[src/rtl/cpu_power_sequencer_if.sv]
// Signal bundle between cpld_top glue and the CPU power sequencer.
// The master side drives the DSP-ready and CPU RESETOUT inputs; the slave side drives the PMIC/reset controls and status.
interface cpu_power_sequencer_if;
    logic       dsp_ready;
    logic       cpu_resetout;
    logic       pmic_pwron_drive;
    logic       cpu_reset_hold;
    logic       usbhub_reset_INV;
    logic       cpu_running;
    logic       fault;
    logic [2:0] state;
    logic [1:0] retry_count;

    modport master (
        output dsp_ready, cpu_resetout,
        input  pmic_pwron_drive, cpu_reset_hold, usbhub_reset_INV,
               cpu_running, fault, state, retry_count
    );

    modport slave (
        input  dsp_ready, cpu_resetout,
        output pmic_pwron_drive, cpu_reset_hold, usbhub_reset_INV,
               cpu_running, fault, state, retry_count
    );
endinterface

[src/rtl/cpu_power_sequencer.sv]
// CPU power-up sequencer: settles on DSP ready, pulses PMIC PWRON, watches RESETOUT
// with a bounded retry/backoff loop, then releases the USB hub. Outputs are Moore decodes of state.
module cpu_power_sequencer #(
    parameter logic [15:0] DSP_SETTLE   = 16'd4096,
    parameter logic [23:0] PWRON_PULSE  = 24'd40000,
    parameter logic [23:0] BOOT_TIMEOUT = 24'd8000000,
    parameter logic [23:0] HUB_RESET    = 24'd50000,
    parameter logic [23:0] BACKOFF      = 24'd400000,
    parameter logic [1:0]  MAX_RETRIES  = 2'd2
) (
    input  logic                  sysclk,
    input  logic                  reset,
    cpu_power_sequencer_if.slave  bus
);

    typedef enum logic [2:0] {
        S_IDLE      = 3'd0,
        S_SETTLE    = 3'd1,
        S_PWRON     = 3'd2,
        S_WAIT_BOOT = 3'd3,
        S_HUB_RST   = 3'd4,
        S_RUN       = 3'd5,
        S_BACKOFF   = 3'd6,
        S_FAULT     = 3'd7
    } state_t;

    localparam logic [23:0] SETTLE_LAST  = 24'(DSP_SETTLE) - 24'd1;
    localparam logic [23:0] PWRON_LAST   = PWRON_PULSE - 24'd1;
    localparam logic [23:0] BOOT_LAST    = BOOT_TIMEOUT - 24'd1;
    localparam logic [23:0] HUB_LAST     = HUB_RESET - 24'd1;
    localparam logic [23:0] BACKOFF_LAST = BACKOFF - 24'd1;

    state_t      st, st_nxt;
    logic [23:0] cnt, cnt_nxt;
    logic [1:0]  retry, retry_nxt;
    logic        rs_meta, rs;
    logic        timed;

    always_ff @(posedge sysclk) begin
        if (reset) begin
            st      <= S_IDLE;
            cnt     <= '0;
            retry   <= '0;
            rs_meta <= 1'b0;
            rs      <= 1'b0;
        end else begin
            st      <= st_nxt;
            cnt     <= cnt_nxt;
            retry   <= retry_nxt;
            rs_meta <= bus.cpu_resetout;
            rs      <= rs_meta;
        end
    end

    always_comb begin
        st_nxt    = st;
        retry_nxt = retry;
        if (st != S_IDLE && !bus.dsp_ready) begin
            st_nxt    = S_IDLE;
            retry_nxt = '0;
        end else begin
            case (st)
                S_IDLE:      if (bus.dsp_ready) st_nxt = S_SETTLE;
                S_SETTLE:    if (cnt == SETTLE_LAST) st_nxt = S_PWRON;
                S_PWRON:     if (cnt == PWRON_LAST) st_nxt = S_WAIT_BOOT;
                S_WAIT_BOOT: begin
                    // A boot seen on the timeout edge still counts as a boot.
                    if (rs) begin
                        st_nxt = S_HUB_RST;
                    end else if (cnt == BOOT_LAST) begin
                        if (retry < MAX_RETRIES) begin
                            st_nxt    = S_BACKOFF;
                            retry_nxt = retry + 2'd1;
                        end else begin
                            st_nxt = S_FAULT;
                        end
                    end
                end
                S_HUB_RST: begin
                    if (!rs)                  st_nxt = S_WAIT_BOOT;
                    else if (cnt == HUB_LAST) st_nxt = S_RUN;
                end
                S_RUN:       if (!rs) st_nxt = S_WAIT_BOOT;
                S_BACKOFF:   if (cnt == BACKOFF_LAST) st_nxt = S_PWRON;
                default:     st_nxt = st;
            endcase
        end

        // Counter only runs in timed states, so it cannot wrap while parked in RUN/FAULT.
        timed = (st == S_SETTLE) || (st == S_PWRON) || (st == S_WAIT_BOOT) ||
                (st == S_HUB_RST) || (st == S_BACKOFF);
        if (st_nxt != st || !timed) cnt_nxt = '0;
        else                        cnt_nxt = cnt + 24'd1;
    end

    assign bus.pmic_pwron_drive = (st == S_PWRON);
    assign bus.cpu_reset_hold   = (st == S_IDLE) || (st == S_SETTLE) || (st == S_PWRON) ||
                                  (st == S_BACKOFF) || (st == S_FAULT);
    assign bus.usbhub_reset_INV = (st == S_RUN);
    assign bus.cpu_running      = (st == S_RUN);
    assign bus.fault            = (st == S_FAULT);
    assign bus.state            = st;
    assign bus.retry_count      = retry;

endmodule

[src/flat_wrapper.sv]
// flat-port wrapper written by rule: the top's interface ports become plain ports
module cpu_power_sequencer_flat 
#(
    parameter logic [15:0] DSP_SETTLE   = 16'd4096,
    parameter logic [23:0] PWRON_PULSE  = 24'd40000,
    parameter logic [23:0] BOOT_TIMEOUT = 24'd8000000,
    parameter logic [23:0] HUB_RESET    = 24'd50000,
    parameter logic [23:0] BACKOFF      = 24'd400000,
    parameter logic [1:0]  MAX_RETRIES  = 2'd2
)
  (sysclk, reset, bus_dsp_ready, bus_cpu_resetout, bus_pmic_pwron_drive, bus_cpu_reset_hold, bus_usbhub_reset_INV, bus_cpu_running, bus_fault, bus_state, bus_retry_count);
  cpu_power_sequencer_if bus_i ();
  input  logic sysclk;
  input  logic reset;
  input wire logic [$bits(bus_i.dsp_ready)-1:0] bus_dsp_ready;
  input wire logic [$bits(bus_i.cpu_resetout)-1:0] bus_cpu_resetout;
  output wire logic [$bits(bus_i.pmic_pwron_drive)-1:0] bus_pmic_pwron_drive;
  output wire logic [$bits(bus_i.cpu_reset_hold)-1:0] bus_cpu_reset_hold;
  output wire logic [$bits(bus_i.usbhub_reset_INV)-1:0] bus_usbhub_reset_INV;
  output wire logic [$bits(bus_i.cpu_running)-1:0] bus_cpu_running;
  output wire logic [$bits(bus_i.fault)-1:0] bus_fault;
  output wire logic [$bits(bus_i.state)-1:0] bus_state;
  output wire logic [$bits(bus_i.retry_count)-1:0] bus_retry_count;
  assign bus_i.dsp_ready = bus_dsp_ready;
  assign bus_i.cpu_resetout = bus_cpu_resetout;
  assign bus_pmic_pwron_drive = bus_i.pmic_pwron_drive;
  assign bus_cpu_reset_hold = bus_i.cpu_reset_hold;
  assign bus_usbhub_reset_INV = bus_i.usbhub_reset_INV;
  assign bus_cpu_running = bus_i.cpu_running;
  assign bus_fault = bus_i.fault;
  assign bus_state = bus_i.state;
  assign bus_retry_count = bus_i.retry_count;
  cpu_power_sequencer #(.DSP_SETTLE(DSP_SETTLE), .PWRON_PULSE(PWRON_PULSE), .BOOT_TIMEOUT(BOOT_TIMEOUT), .HUB_RESET(HUB_RESET), .BACKOFF(BACKOFF), .MAX_RETRIES(MAX_RETRIES)) u_core (.sysclk(sysclk), .reset(reset), .bus(bus_i));
endmodule
[config.mk]
export PLATFORM = sky130hd
export DESIGN_NAME = cpu_power_sequencer_flat
export DESIGN_NICKNAME = d
export VERILOG_FILES = /design/src/rtl/cpu_power_sequencer_if.sv /design/src/rtl/cpu_power_sequencer.sv /design/src/flat_wrapper.sv
export SDC_FILE = /design/constraint.sdc
export NUM_CORES = 1
export LEC_CHECK = 0
export BUFFER_PORTS_ARGS = -buffer_cell sky130_fd_sc_hd__buf_2
export CAP_MARGIN = 20
export CORE_MARGIN = 3
export CORE_UTILIZATION = 65
export CTS_BUF_LIST = sky130_fd_sc_hd__clkbuf_4
export CTS_CLUSTER_DIAMETER = 150
export DETAILED_ROUTE_END_ITERATION = 10
export GPL_TIMING_DRIVEN = 1
export HOLD_SLACK_MARGIN = 0.06
export MAX_ROUTING_LAYER = met4
export PLACE_DENSITY = 0.86
export SYNTH_ARGS = -nofsm -noshare
export SYNTH_HDL_FRONTEND = slang
export SYNTH_SLANG_ARGS = --single-unit
[constraint.sdc]
create_clock -name sysclk -period 6.3 [get_ports sysclk]
set_clock_uncertainty 0.2 [all_clocks]
set_input_delay 1.26 -clock sysclk [delete_from_list [all_inputs] [get_ports sysclk]]
set_output_delay 1.26 -clock sysclk [all_outputs]
set_load 0.01 [all_outputs]
==> results.sh <==
export IMPL_ys_async_sr_fraction_pct=0
export IMPL_maxCapViolCount=0
export IMPL_max_slew_margin_pct=57.5
export IMPL_cts_hold_buf=0
export IMPL_seqPwrFrac_pct=54.0
export IMPL_setup_viol=0
export IMPL_fp_dieH_um=56.5
export IMPL_place_ws_ns=2.93
export IMPL_synthFlopType="dfxtp_1"
export IMPL_start_util_pct=71.5
export IMPL_io_pins=14
export IMPL_rr_worst_depth=9
export IMPL_tightestPinTransition_ns=0.635
export IMPL_cts_resized=0
export IMPL_cts_root_buf="clkbuf_4"
export IMPL_drive_above_1_share_pct=19.0
export IMPL_path_class="flop to flop"
export IMPL_synth_seq_area_share_pct=37.5
export IMPL_ys_types=37
export IMPL_cp_start_kind="flop"
export IMPL_core_um2=2320
export IMPL_globalplace_congestion=0.926
export IMPL_fmax_mhz=308
export IMPL_area_delta_synth_final_pct=8.84
export IMPL_critPathMaxFanout=24
export IMPL_power_density_nw_per_um2=205
export IMPL_period_needed_ns=3.25
export IMPL_fin_crit_sh_pct=51.6
export IMPL_fill_cells=191
export IMPL_status="finished, final reports clean"
export IMPL_leakage_nw=0.624
export IMPL_synth_nets=211
export IMPL_finalWirelength_um=3340
export IMPL_holdPathStages=1
export IMPL_syn_inst=206
export IMPL_setup_ws_ns=3.05
export IMPL_r2r_start="u_core.cnt[0]$_SDFF_PP0_"
export IMPL_die_width_um=56.5
export IMPL_finalHoldViolations=0
export IMPL_port_buffers=13
export IMPL_synth_avg_cell_area_um2=8.04
export IMPL_switchingPower_w=0.0000842
export IMPL_htree_levels=2
export IMPL_fin_total_pwr_w=0.000370
export IMPL_synth_seq_cells=31
export IMPL_grtUsageTotal_pct=23.8
export IMPL_whs_endpoint="u_core.rs$_SDFF_PP0_"
export IMPL_intPower_w=0.000286
export IMPL_synth_edf_count=0
export IMPL_cts_tree="yes"
export IMPL_rsz0062_at_grt="no"
export IMPL_insertion_delay_ns=0.34
export IMPL_irDropWorstVdd_mv=0.225
export IMPL_postRouteAntennaNets=0
export IMPL_nNetsFinal=225
export IMPL_clkSlewWorstSetupHoldPaths_ns=0.10
export IMPL_num_antenna_cells=0
export IMPL_post_cts_setup_buffers=0
export IMPL_drtIter0Drc=75
export IMPL_end_kind="flop"
export IMPL_yosysWarningCount=0
export IMPL_vias_per_cell=5.78
export IMPL_crit_arrival_ns=3.32
export IMPL_overflow=0
export IMPL_grt_pass1_wl_um=5820
export IMPL_swShare_pct=22.8
export IMPL_worstHoldStart="u_core.rs_meta$_SDFF_PP0_"
export IMPL_dieArea_um2=3190
export IMPL_dr_pass1_iters=4
export IMPL_cp_required_ns=6.37
export IMPL_wl_per_cell_um=13.4
export IMPL_r2r_end="u_core.cnt[18]$_SDFF_PP0_"
export IMPL_hold_class="flop to flop"
export IMPL_dp_hpwl_um=2440
export IMPL_clock_sinks=31
export IMPL_slew_viol_final=0
export IMPL_syn_area_um2=1660
export IMPL_grt_pass1_vias=1339
export IMPL_antenna_found_initial=0
export IMPL_clockBufferDepth=2
export IMPL_reg2reg_setup_slack_ns=3.05
export IMPL_p_clk_share_pct=40.8
export IMPL_cts_buffers=5
export IMPL_finalSetupTns_ns=0
export IMPL_rows=17
export IMPL_vias=1439
export IMPL_p_comb_share_pct=5.2
export IMPL_drc=0
export IMPL_grt_max_degree=25
layer usage:
metal	vias to the layer above	share of wire [%]	GRT usage [%]
met1	676	45	29.0
met5	-	0	-
met4	0	1.9	12.2
met3	7	4.6	4.83
li1	721	-	-
met2	35	49	37.1
cells by family after synthesis:
kind of cell	Yosys count	synth area share (%)
AO/OA/AOI/OAI	17	7.55
XOR/XNOR	23	12.2
buffers and inverters	17	4.98
adder cells (fa/ha/maj)	1	0.755
flip-flops	31	37.5
AND/OR/NAND/NOR	117	37.1
power groups by stage:
stage / logic, W / registers [W] / clock network, W
floorplan: 0.0000140 / 0.000204 / 0
global placement: 0.0000181 / 0.000204 / 0
detailed placement: 0.0000189 / 0.000204 / 0
CTS: 0.0000191 / 0.000200 / 0.000153
global route: 0.0000215 / 0.000200 / 0.000162
finish: 0.0000192 / 0.000200 / 0.000151
per-stage QoR:
step / util, % / cells / instance area [um^2] / hold slack [ns]
global route: 77.8 / 249 / 1800 / 0.286
finish: 77.8 / 249 / 1800 / 0.259
floorplan: - / 206 / 1660 / 0.214
CTS: 77.8 / 249 / 1800 / 0.262
detailed placement: 74.5 / 241 / 1730 / 0.235
global placement: 74.5 / 241 / 1730 / 0.231
critical path, cell delays in order (launching register included):
cell       delay (ns)
dfxtp_1          0.39
ha_1             0.22
nand4_1          0.18
or4_1            0.54
nor3_1           0.35
o311ai_1         0.17
a2111oi_1        0.65
a211oi_4         0.07
buf_4            0.27
nor2_2           0.14
area by class of cell:
class	instances	area, um^2	area share (%)
Clock buffer	5	37.5	2.08
Clock inverter	3	38.8	2.15
Inverter	10	37.5	2.08
Multi-Input combinational cell	158	961	53.3
Sequential cell	31	621	34.4
Tap cell	28	35.0	1.94
Timing Repair Buffer	14	72.6	4.02
cell usage in the layout, fill, tap and decap left out, drive strengths merged, types with 2 or more instances in the layout:
cell type / instances
nor4: 4
dfxtp: 31
nor2: 48
xor2: 13
o21ai: 2
or3: 3
clkbuf: 5
o21a: 2
nor3: 4
buf: 14
a211o: 2
a21oi: 4
or4: 6
nand4: 7
nor2b: 3
clkinv: 2
nor4b: 2
xnor2: 10
nand2b: 2
a211oi: 2
nand3: 10
inv: 10
nand2: 22
flip-flops by register name, indices dropped and copies added, names as in the netlist:
signal / flops
u_core.rs_meta: 1
u_core.rs: 1
u_core.bus.retry_count: 2
u_core.cnt: 24
u_core.bus.state: 3
worst max path at each step:
stage                             start  slack, ns                         to
2_1_floorplan             bus_dsp_ready       3.43   u_core.cnt[9]$_SDFF_PP0_
3_3_place_gp              bus_dsp_ready       3.01  u_core.cnt[20]$_SDFF_PP0_
3_5_place_dp              bus_dsp_ready       2.93  u_core.cnt[19]$_SDFF_PP0_
4_1_cts        u_core.cnt[0]$_SDFF_PP0_       3.05  u_core.cnt[18]$_SDFF_PP0_
5_1_grt        u_core.cnt[0]$_SDFF_PP0_       2.82  u_core.cnt[19]$_SDFF_PP0_
6_report       u_core.cnt[0]$_SDFF_PP0_       3.05  u_core.cnt[18]$_SDFF_PP0_
cells in the mapped netlist, types with 4 or more instances:
| cell type | number | share of area, % |
|---|---|---|
| nor4_1 | 4 | 1.5 |
| nand3_1 | 10 | 3.0 |
| nand2_1 | 22 | 5.0 |
| or4_1 | 6 | 2.7 |
| clkbuf_1 | 4 | 0.91 |
| nor2_1 | 28 | 6.3 |
| a21oi_1 | 4 | 1.2 |
| nor2_2 | 20 | 7.6 |
| xnor2_1 | 10 | 5.3 |
| nor3_1 | 4 | 1.2 |
| xor2_1 | 13 | 6.9 |
| inv_1 | 10 | 2.3 |
| nand4_1 | 7 | 2.6 |
| dfxtp_1 | 31 | 37 |
No activity file was read; power rests on OpenSTA's default activity.
